`src/rtl/control_unit.sv`:
```
// control_unit: Moore sequencer for the ProjectB processor.
// Drives the fetch handshake (PC_clr/PC_up/IR_ld), decodes the latched
// instruction and issues data-memory, register-file and ALU control.
// NOOP/STORE/ADD/SUB/HALT take 3 cycles (FETCH, DECODE, execute); LOAD takes 4.
// Optional feature macro: CU_ILLEGAL_TRAP_EN
//   defined   -> illegal opcodes (0110-1111) halt the machine
//   undefined -> illegal opcodes execute as NOOP
// Outputs come from registers loaded with the decode of the *next* state.
// IR_ld is only asserted in FETCH, so ir is already the new word by the edge
// that leaves DECODE and stays constant until the next FETCH. The registered
// decode therefore shows the same values as a combinational decode of the
// current state and ir.
module control_unit #(
   parameter int         IW       = 16,
   parameter int         DA_W     = 8,
   parameter int         RA_W     = 4,
   parameter logic [2:0] ALU_PASS = 3'b000,
   parameter logic [2:0] ALU_ADD  = 3'b001,
   parameter logic [2:0] ALU_SUB  = 3'b010
) (
   input  logic            clk,
   input  logic            reset,
   input  logic [IW-1:0]   ir,
   output logic            PC_clr,
   output logic            PC_up,
   output logic            IR_ld,
   output logic [DA_W-1:0] D_addr,
   output logic            D_wr,
   output logic            RF_s,
   output logic [RA_W-1:0] RF_W_addr,
   output logic            RF_W_en,
   output logic [RA_W-1:0] RF_Ra_addr,
   output logic [RA_W-1:0] RF_Rb_addr,
   output logic [2:0]      ALU_s0,
   output logic            halted,
   output logic [3:0]      state_o
);

   typedef enum logic [3:0] {
      S_INIT   = 4'd0,
      S_FETCH  = 4'd1,
      S_DECODE = 4'd2,
      S_NOOP   = 4'd3,
      S_LOAD_A = 4'd4,
      S_LOAD_B = 4'd5,
      S_STORE  = 4'd6,
      S_ADD    = 4'd7,
      S_SUB    = 4'd8,
      S_HALT   = 4'd9
   } state_t;

   state_t            r_state;
   state_t            w_next;
   logic [3:0]        w_opcode;

   // Instruction fields
   logic [DA_W-1:0]   w_load_addr;
   logic [DA_W-1:0]   w_store_addr;
   logic [RA_W-1:0]   w_ra;
   logic [RA_W-1:0]   w_rb;
   logic [RA_W-1:0]   w_rd;

   // Registered outputs
   logic              r_pc_clr;
   logic              r_pc_up;
   logic              r_ir_ld;
   logic [DA_W-1:0]   r_d_addr;
   logic              r_d_wr;
   logic              r_rf_s;
   logic [RA_W-1:0]   r_rf_w_addr;
   logic              r_rf_w_en;
   logic [RA_W-1:0]   r_rf_ra_addr;
   logic [RA_W-1:0]   r_rf_rb_addr;
   logic [2:0]        r_alu_s0;
   logic              r_halted;

   assign w_opcode     = ir[IW-1 -: 4];
   assign w_load_addr  = ir[IW-5 -: DA_W];
   assign w_store_addr = ir[DA_W-1:0];
   assign w_ra         = ir[IW-5 -: RA_W];
   assign w_rb         = ir[IW-9 -: RA_W];
   assign w_rd         = ir[RA_W-1:0];

   // Next-state selection; DECODE dispatches on the opcode
   always_comb begin
      w_next = r_state;
      case (r_state)
         S_INIT:   w_next = S_FETCH;
         S_FETCH:  w_next = S_DECODE;
         S_DECODE: begin
            case (w_opcode)
               4'b0000: w_next = S_NOOP;
               4'b0001: w_next = S_STORE;
               4'b0010: w_next = S_LOAD_A;
               4'b0011: w_next = S_ADD;
               4'b0100: w_next = S_SUB;
               4'b0101: w_next = S_HALT;
`ifdef CU_ILLEGAL_TRAP_EN
               default: w_next = S_HALT;
`else
               default: w_next = S_NOOP;
`endif
            endcase
         end
         S_LOAD_A: w_next = S_LOAD_B;
         S_LOAD_B: w_next = S_FETCH;
         S_NOOP:   w_next = S_FETCH;
         S_STORE:  w_next = S_FETCH;
         S_ADD:    w_next = S_FETCH;
         S_SUB:    w_next = S_FETCH;
         S_HALT:   w_next = S_HALT;
         default:  w_next = S_INIT;
      endcase
   end

   // State register plus output registers loaded with the decode of the next state
   always_ff @(posedge clk) begin
      if (reset) begin
         r_state      <= S_INIT;
         r_pc_clr     <= 1'b1;
         r_pc_up      <= 1'b0;
         r_ir_ld      <= 1'b0;
         r_d_addr     <= '0;
         r_d_wr       <= 1'b0;
         r_rf_s       <= 1'b0;
         r_rf_w_addr  <= '0;
         r_rf_w_en    <= 1'b0;
         r_rf_ra_addr <= '0;
         r_rf_rb_addr <= '0;
         r_alu_s0     <= ALU_PASS;
         r_halted     <= 1'b0;
      end else begin
         r_state      <= w_next;
         r_pc_clr     <= 1'b0;
         r_pc_up      <= 1'b0;
         r_ir_ld      <= 1'b0;
         r_d_addr     <= '0;
         r_d_wr       <= 1'b0;
         r_rf_s       <= 1'b0;
         r_rf_w_addr  <= '0;
         r_rf_w_en    <= 1'b0;
         r_rf_ra_addr <= '0;
         r_rf_rb_addr <= '0;
         r_alu_s0     <= ALU_PASS;
         r_halted     <= 1'b0;
         case (w_next)
            S_INIT: r_pc_clr <= 1'b1;
            S_FETCH: begin
               r_ir_ld <= 1'b1;
               r_pc_up <= 1'b1;
            end
            S_LOAD_A: begin
               r_d_addr <= w_load_addr;
               r_rf_s   <= 1'b1;
            end
            S_LOAD_B: begin
               r_d_addr    <= w_load_addr;
               r_rf_s      <= 1'b1;
               r_rf_w_addr <= w_rd;
               r_rf_w_en   <= 1'b1;
            end
            S_STORE: begin
               r_d_addr     <= w_store_addr;
               r_rf_ra_addr <= w_ra;
               r_d_wr       <= 1'b1;
            end
            S_ADD: begin
               r_rf_ra_addr <= w_ra;
               r_rf_rb_addr <= w_rb;
               r_rf_w_addr  <= w_rd;
               r_rf_w_en    <= 1'b1;
               r_alu_s0     <= ALU_ADD;
            end
            S_SUB: begin
               r_rf_ra_addr <= w_ra;
               r_rf_rb_addr <= w_rb;
               r_rf_w_addr  <= w_rd;
               r_rf_w_en    <= 1'b1;
               r_alu_s0     <= ALU_SUB;
            end
            S_HALT: r_halted <= 1'b1;
            default: ;
         endcase
      end
   end

   assign PC_clr     = r_pc_clr;
   assign PC_up      = r_pc_up;
   assign IR_ld      = r_ir_ld;
   assign D_addr     = r_d_addr;
   assign D_wr       = r_d_wr;
   assign RF_s       = r_rf_s;
   assign RF_W_addr  = r_rf_w_addr;
   assign RF_W_en    = r_rf_w_en;
   assign RF_Ra_addr = r_rf_ra_addr;
   assign RF_Rb_addr = r_rf_rb_addr;
   assign ALU_s0     = r_alu_s0;
   assign halted     = r_halted;
   assign state_o    = r_state;

endmodule

```
`config.mk`:
```
export PLATFORM = sky130hd
export DESIGN_NAME = control_unit
export DESIGN_NICKNAME = d
export VERILOG_FILES = /design/src/rtl/control_unit.sv
export SDC_FILE = /design/constraint.sdc
export NUM_CORES = 1
export LEC_CHECK = 0
export ABC_AREA = 0
export BUFFER_PORTS_ARGS = -buffer_cell sky130_fd_sc_hd__clkbuf_2
export CELL_PAD_IN_SITES_DETAIL_PLACEMENT = 0
export CELL_PAD_IN_SITES_GLOBAL_PLACEMENT = 1
export CORE_MARGIN = 5
export CORE_UTILIZATION = 35
export DETAILED_ROUTE_END_ITERATION = 10
export MAX_ROUTING_LAYER = met4
export PLACE_DENSITY_LB_ADDON = 0.2
export SETUP_SLACK_MARGIN = 0.4
export SLEW_MARGIN = 20
export SYNTH_ARGS = -nofsm -noshare
export SYNTH_HDL_FRONTEND = slang
export SYNTH_SLANG_ARGS = --single-unit
```
`constraint.sdc`:
```
create_clock -name clk -period 2.3 [get_ports clk]
set_input_delay 0.46 -clock clk [delete_from_list [all_inputs] [get_ports clk]]
set_output_delay 0.46 -clock clk [all_outputs]
set_load 0.03 [all_outputs]
```
Word level (Yosys, flattened, before mapping)
Index checks and enable logic that the tools add are counted.

word-level totals
  output and inout bits = 34
  word-level logic and storage cells = 56
  register bits after elaboration = 33

operators by class
  bitwise operators = 3
  mux-type cells = 10
  reductions and logical operators = 10
  eq/ne operators = 21

operators by type and width
  kind                                                 count
  equality test 4 x 3 -> 1 bit, second input constant  10
  one-hot mux 4 bit (5 select lines)                   2
  equality test 4 x 2 -> 1 bit, second input constant  4
  equality test 4 bit, second input constant           4
  one-hot mux 8 bit (2 select lines)                   1
  equality test 4 x 1 -> 1 bit, second input constant  3
  OR reduction 2 bit                                   5
  zero test 4 bit                                      2
  2-to-1 mux 1 bit                                     6
  OR reduction 3 bit                                   2
  OR reduction 6 bit                                   1
  one-hot mux 2 bit (2 select lines)                   1
  NOT 1 bit                                            3

Depth between registers and ports, before layout
Gate-level depths: netlist of the first run.

  depth in word-level cells = 7
  depth in mapped cells = 6

Worst setup path before layout of the first run
No wires, ideal clock.

  path kind = flip-flop to flip-flop
  from = register r_state[3] (netlist: state_o[3])
  to = register r_rf_rb_addr[0] (netlist: RF_Rb_addr[0])
  required time = 2227 ps
  setup slack = 525 ps
  cell stages (with the launch flop) = 7
  buffers on the path = 2
  period minus slack after synthesis = 1775 ps
  data arrival time = 1702 ps
  cells stage by stage = dfxtp_1 > buf_6 > or4b_4 > o21ai_4 > nand4_4 > buf_6 > o22ai_2

on the way
  word-level cells in the longest chain between the ends = 7

RTL lines
  element                                                                     line  RTL
  from (decl)                                                                 52    state_t r_state;
  from (signal assigned)                                                      133   r_state <= w_next;
  equality test 4 bit (tied with other cells)                                 87    case (r_state)
  OR reduction 6 bit (no source line)                                         n/a
  one-hot mux 4 bit (5 select lines) (*)                                      87
  equality test 4 bit / equality test 4 x 3 -> 1 bit (equally long branches)  146   case (w_next)
  OR reduction 2 bit (no source line) (*)                                     n/a
  NOT 1 bit (no source line) (*)                                              n/a
  OR reduction 2 bit (no source line) (*)                                     n/a
  to (signal assigned)                                                        169   r_rf_rb_addr <= w_rb;
  to (signal assigned)                                                        176   r_rf_rb_addr <= w_rb;
  to (decl)                                                                   73    logic [RA_W-1:0] r_rf_rb_addr;

Every way passes the cells marked *; elsewhere a longest branch is shown, timed or not.
A chain may end at the register's enable or synchronous reset.

Worst setup path after layout of the first run
  from = input ir[13]
  to = register r_rf_ra_addr[3] (netlist: RF_Ra_addr[3])

on the way
  word-level cells in the longest chain between the ends = 7

RTL lines
  element                                                                     line  RTL
  from (decl)                                                                 23    input logic [IW-1:0] ir,
  equality test 4 x 3 -> 1 bit (tied with other cells)                        91    case (w_opcode)
  one-hot mux 4 bit (5 select lines) (*)                                      91
  one-hot mux 4 bit (5 select lines) (*)                                      87
  equality test 4 bit / equality test 4 x 3 -> 1 bit (equally long branches)  146
  OR reduction 3 bit (no source line) (*)                                     n/a
  NOT 1 bit (no source line) (*)                                              n/a
  OR reduction 2 bit (no source line) (*)                                     n/a
  to (signal assigned)                                                        164   r_rf_ra_addr <= w_ra;
  to (signal assigned)                                                        168   r_rf_ra_addr <= w_ra;
  to (signal assigned)                                                        175   r_rf_ra_addr <= w_ra;
  to (decl)                                                                   72    logic [RA_W-1:0] r_rf_ra_addr;

Marks and branches as above.

==> impl_metrics.json, run 1 <==
{
  "worstMarginPinSlew_ns": 0.683,
  "slowest_stage": "nor4b_4",
  "vias": 1230,
  "power_leakage_nw": 0.827,
  "io_buffers": 50,
  "initial_core_util_pct": 36.3,
  "dieArea_sq_um": 5530,
  "wirelength_mm": 3.60,
  "path_clk_slew_ns": 0.06,
  "synth-compound-area-share_pct": 26.8,
  "synthTopCellsByCount": "dfxtp_1 (32), nand3_1 (12), a21oi_1 (10), inv_1 (10), o221ai_1 (8)",
  "yosysTopAreaCellShare_pct": 44.2,
  "critPathMaxFanout": 14,
  "syn_area_per_cell_sq_um": 10.3,
  "cts_hold_buf": 0,
  "grt_pass1_wl_mm": 5.74,
  "clock-skew-final_ns": 0.00585,
  "antenna_cells": 0,
  "synth.most_common_cell": "dfxtp_1",
  "finalMaxSlewViolations": 0,
  "io_pins": 52,
  "drv_cap": 0,
  "area_growth_pct": 24.3,
  "ant_nets": 0,
  "gr-total-overflow": 0,
  "postSynthCellCount": 141,
  "r2r_setup_slack_ns": 0.53,
  "cts-root-buf": "clkbuf_8",
  "synth_top_family_by_area": "compound AO/OA/AOI/OAI gates",
  "final.fill_count": 401,
  "synthMuxAreaShare_pct": 0,
  "synth_flop_cell": "dfxtp_1",
  "pre_cts_ws_ns": 0.270,
  "die_w_um": 74.4,
  "synth-async-reset-ratio_pct": 0,
  "yosysSeqAreaShare_pct": 44.2,
  "worst_hold_slack_ns": 0.435,
  "fin_tns_setup_ns": 0,
  "coreArea_sq_um": 4000,
  "cts_made_buffers": 5,
  "fp.dieH_um": 74.4,
  "place_congestion": 0.808,
  "synth_warnings": 0,
  "r2r-end": "RF_Rb_addr[0]$_SDFF_PP0_",
  "cp.arrival_ns": 1.98,
  "ir_drop_mv": 0.234,
  "synthTopCellsByArea": "dfxtp_1 (44%), o221ai_1 (4.8%), o22ai_2 (4.3%)",
  "crit_chain": "clkbuf_2, or3b_1, nor4b_4, nand2_2, a21boi_2",
  "cts_tree": "built",
  "yosys.area.top_type": "dfxtp_1",
  "wl_per_cell_um": 15.0,
  "r2r-start": "state_o[3]$_SDFF_PP0_",
  "antenna_found_initial": 0,
  "cts_sinks": 32,
  "setup-violations-final": 0,
  "max_freq_mhz": 564,
  "start_kind": "input port",
  "hold_class": "input port to flop",
  "cp-end-kind": "flop",
  "drc": 0,
  "synth_nets": 159,
  "area.sequential_sq_um": 644,
  "min_period_ns": 1.77,
  "max_stage_delay_ns": 0.60,
  "worstRegToRegCells": 4,
  "fin_area_sq_um": 1800,
  "clock_path_buffers": 2,
  "synth_edf_count": 0,
  "drt_iter0_markers": 46,
  "yosys.area_share.adder_pct": 0,
  "synth-simple-area-share_pct": 20.9,
  "critPathCapture": "RF_Ra_addr[3]$_SDFF_PP0_",
  "finalCritPeriodShare_pct": 77.1,
  "drive_above_1_share_pct": 44.2,
  "multi_input_area_sq_um": 704,
  "synth_xor_area_share_pct": 0.604,
  "status": "completed",
  "firstDrtPassIters": 4,
  "fin_nets": 210,
  "dpl-instance-area_sq_um": 1700,
  "via_per_inst": 5.13,
  "critPathKind": "input port to flop",
  "rows": 23,
  "grt_pass1_vias": 1200,
  "crit_required_ns": 2.50,
  "max-slew-margin-rel_pct": 54.3,
  "cp-startpoint": "ir[13]",
  "ys_seq_elements": 32,
  "grt_max_degree": 15,
  "clock_latency_ns": 0.27,
  "grt_usage_pct": 14.2,
  "final.setup.worst_slack_ns": 0.527,
  "rsz0062_at_grt": "no",
  "dp_hpwl_mm": 2.79,
  "syn-cell-area_sq_um": 1450,
  "powerDensity_nw_per_um2": 652,
  "yosysUniqueCellTypes": 40,
  "power_mw": 1.18,
  "htree_levels": 2,
  "finalHoldViolations": 0
}
-- critical path, delay by kind of cell --
family	cells	cell delay (ns)
and+or+nand+nor	3	1.15
buffers and inverters	1	0.14
AOI/OAI and AO/OA	1	0.22
-- worst min path at each step --
stage               slack, ns                 endpoint  cells after the start  startpoint
finish                   0.44  RF_W_addr[3]$_SDFF_PP0_                      2       ir[3]
global route             0.43  RF_W_addr[2]$_SDFF_PP0_                      2       ir[2]
CTS                      0.43  RF_W_addr[3]$_SDFF_PP0_                      2       ir[3]
detailed placement       0.72  RF_W_addr[3]$_SDFF_PP0_                      2       ir[3]
global placement         0.72  RF_W_addr[3]$_SDFF_PP0_                      2       ir[3]
floorplan                0.53         IR_ld$_SDFF_PP0_                      1       reset
-- stage by stage --
stage | util (%) | std cells
2_1_floorplan | - | 141
3_3_place_gp | 42.6 | 233
3_5_place_dp | 42.6 | 233
4_1_cts | 44.4 | 238
5_1_grt | 45.1 | 240
6_report | 45.1 | 240
-- flip-flops by register name (all words and copies together), names as in the netlist --
register,cells
RF_s,1
RF_W_addr,4
RF_W_en,1
RF_Rb_addr,4
halted,1
D_wr,1
ALU_s0,2
PC_clr,1
D_addr,8
IR_ld,1
RF_Ra_addr,4
state_o,4
-- logic make-up after synthesis --
| family | Yosys count |
|---|---|
| flops | 32 |
| compound gates | 44 |
| xor+xnor | 1 |
| simple gates | 44 |
| buf+inv | 19 |
| other cells | 1 |
-- power breakdown --
group | total, mW | switching (mW) | internal (mW)
logic | 0.221 | 0.137 | 0.0839
registers | 0.587 | 0.0183 | 0.568
clock network | 0.368 | 0.174 | 0.194
total | 1.18 | 0.329 | 0.846
-- layer usage --
layer  share of wire (%)  global-route usage (%)  up-vias
li1                    -                       -      603
met1                  42                    16.7      581
met2                  49                    22.8       40
met3                 7.6                    4.59        6
met4                 1.5                    4.74        0
met5                   0                       -        -
-- cell type report --
cell class / instances / share of cell area [%]
multi-input cells: 90 / 39.1
inverters: 10 / 2.08
well taps: 50 / 3.47
flip-flops and latches: 32 / 35.7
repair buffers: 53 / 15.8
clock buffers: 5 / 3.82
-- cells in the final DEF (no fill, tap or decap), drive strengths merged --
cell | Yosys | routed
nor3 | 3 | 3
or2 | 1 | 1
nand3 | 12 | 12
nor2b | 6 | 6
a211oi | 1 | 1
a21boi | 8 | 8
a21o | 2 | 2
or3b | 3 | 3
o22ai | 6 | 6
xnor2 | 1 | 1
nand4 | 1 | 1
o21ai | 2 | 2
buf | 9 | 3
nand2 | 6 | 6
nor4b | 1 | 1
clkbuf | 0 | 55
nor2 | 7 | 7
nor3b | 2 | 2
o211ai | 2 | 2
inv | 10 | 10
dfxtp | 32 | 32
o221ai | 9 | 9
o21a | 2 | 2
or4b | 2 | 2
conb | 1 | 1
o211a | 1 | 1
a21oi | 11 | 11
-- timing repair --
action,4_1_cts,5_1_grt
gates cloned,0,0
gates resized for setup,2,1
endpoints found under the setup margin,9,12
pin swaps,0,2
buffers inserted,0,2
No activity file was read; power rests on OpenSTA's default activity.
==> inputs of run 2 (changes only) <==
--- a/config.mk
+++ b/config.mk
@@ -10,7 +10,7 @@
 export CELL_PAD_IN_SITES_DETAIL_PLACEMENT = 0
 export CELL_PAD_IN_SITES_GLOBAL_PLACEMENT = 1
 export CORE_MARGIN = 5
-export CORE_UTILIZATION = 35
+export CORE_UTILIZATION = 33
 export DETAILED_ROUTE_END_ITERATION = 10
 export MAX_ROUTING_LAYER = met4
 export PLACE_DENSITY_LB_ADDON = 0.2
==> constraint.sdc (replaced) <==
create_clock -name clk -period 1.6 [get_ports clk]
set_input_delay 0.32 -clock clk [delete_from_list [all_inputs] [get_ports clk]]
set_output_delay 0.32 -clock clk [all_outputs]
set_load 0.03 [all_outputs]
==> impl_metrics.json, run 2 (synthesis gave the netlist of run 1 again) <==
{
  "worstHoldPathCells": 3,
  "drt_iter0_markers": 63,
  "drc": 0,
  "dpl-instance-area_sq_um": 1910,
  "crit_buf_inv": 1,
  "cts_tree": "built",
  "ant_nets": 0,
  "worstRegToRegCells": 5,
  "cts_sinks": 32,
  "antenna_cells": 0,
  "r2r_setup_slack_ns": 0.02,
  "finalMaxSlewViolations": 0,
  "clock-skew-final_ns": 0.00107,
  "rows": 24,
  "critPathTopFamily": "compound AO/OA/AOI/OAI gates",
  "fin_nets": 243,
  "area_growth_pct": 59.2,
  "path_clk_slew_ns": 0.06,
  "grt_pass1_wl_mm": 6.83,
  "cts_hold_buf": 0,
  "critPathMaxFanout": 7,
  "wl_per_cell_um": 14.8,
  "pre_cts_ws_ns": -0.255,
  "initial_core_util_pct": 33.8,
  "grt_usage_pct": 14.7,
  "dieArea_sq_um": 5820,
  "place_congestion": 0.803,
  "layout_commonest_cell": "clkbuf_2",
  "power_leakage_nw": 1.05,
  "powerDensity_nw_per_um2": 823,
  "cp.arrival_ns": 1.79,
  "dp_hpwl_mm": 3.02,
  "cp_num_cells": 5,
  "io_buffers": 50,
  "gr-total-overflow": 0,
  "worst_hold_slack_ns": 0.294,
  "final.fill_count": 406,
  "cp-end-kind": "flop",
  "firstDrtPassIters": 4,
  "htree_levels": 2,
  "coreArea_sq_um": 4290,
  "fp.dieH_um": 76.3,
  "fin_area_sq_um": 2310,
  "die_w_um": 76.3,
  "start_kind": "flop",
  "clock_latency_ns": 0.27,
  "slowest_stage": "or3b_4",
  "min_period_ns": 1.58,
  "io_pins": 52,
  "crit_required_ns": 1.81,
  "critPathKind": "flop to flop",
  "finalCritPeriodShare_pct": 98.8,
  "setup-violations-final": 0,
  "final.setup.worst_slack_ns": 0.0190,
  "ir_drop_mv": 0.303,
  "clock_path_buffers": 2,
  "antenna_found_initial": 0,
  "cts-root-buf": "clkbuf_8",
  "via_per_inst": 4.90,
  "crit_chain": "or3b_4, a211oi_4, buf_6, o221ai_2, a21oi_1",
  "vias": 1358,
  "grt_pass1_vias": 1433,
  "hold_class": "input port to flop",
  "rsz0062_at_grt": "yes",
  "wirelength_mm": 4.10,
  "final_cell_mix": "clkbuf_2 (46), dfxtp_1 (28), buf_4 (25)",
  "finalHoldViolations": 0,
  "largest_reg_flops": 8,
  "drv_cap": 0,
  "max_stage_delay_ns": 0.44,
  "grt_max_degree": 15,
  "cts_made_buffers": 5,
  "status": "completed",
  "drive_above_1_share_pct": 62.2,
  "max_freq_mhz": 633
}
-- run 2: changes by cell type in the layout (fill, tap and decap cells not counted), moves of 3 or more --
cell	previous run	this run
o221ai_1	8	0
buf_8	0	4
o221ai_2	1	8
dfxtp_4	0	4
buf_4	2	25
dfxtp_2	3	0
a21oi_2	1	4
buf_6	0	10
a21oi_1	10	6
clkbuf_2	50	46
-- run 2: layout make-up --
class                   instances  area, sq um  share of cell area [%]
repair buffers                 86          611                    26.4
multi-input cells              90          862                    37.3
flip-flops and latches         32          656                    28.4
clock inverters                 1         5.00                   0.217
inverters                      10         37.5                    1.63
clock buffers                   6         72.6                    3.14
well taps                      52         65.1                    2.82
-- run 2: metal layers --
layer | GRT usage (%) | vias up | part of all wire (%)
li1 | - | 674 | -
met5 | - | - | 0
met2 | 25.2 | 40 | 51
met1 | 16.3 | 639 | 42
met4 | 4.72 | 0 | 0.97
met3 | 4.49 | 5 | 5.3
-- run 2: worst min-delay path, cell delays in order --
cell and delay, ns:
clkbuf_2 0.09, nand3_1 0.06, a21oi_1 0.05
-- run 2: path summary, 6_finish.rpt --
| check | end | startpoint |
|---|---|---|
| setup reg to reg | D_addr[6]$_SDFF_PP0_ | state_o[1]$_SDFF_PP0_ |
| hold reg to reg | ALU_s0[0]$_SDFF_PP0_ | state_o[2]$_SDFF_PP0_ |
| setup / recovery | D_addr[6]$_SDFF_PP0_ | state_o[1]$_SDFF_PP0_ |
| hold / removal | D_addr[6]$_SDFF_PP0_ | ir[10] |
-- run 2: what timing repair did --
action / 4_1_cts / 5_1_grt
resized for setup: 30 / 20
pin swaps: 14 / 10
buffers inserted: 9 / 4
endpoints found under the setup margin: 35 / 34
gates cloned: 0 / 0
-- run 2: through the flow --
step	std cells	setup TNS (ns)	power, mW	utilization (%)
after floorplan	141	-0.918	1.11	-
after global placement	257	-2.24	1.23	44.6
after detailed placement	257	-3.72	1.24	44.6
after CTS	273	0	1.89	51.3
after global routing	277	-0.357	1.99	53.8
final	277	0	1.90	53.8
-- run 2: power breakdown --
group	leakage [nW]	total, mW	switching (mW)	internal (mW)
clock	0.0410	0.563	0.268	0.295
sequential	0.262	0.828	0.0144	0.814
combinational	0.745	0.509	0.277	0.232
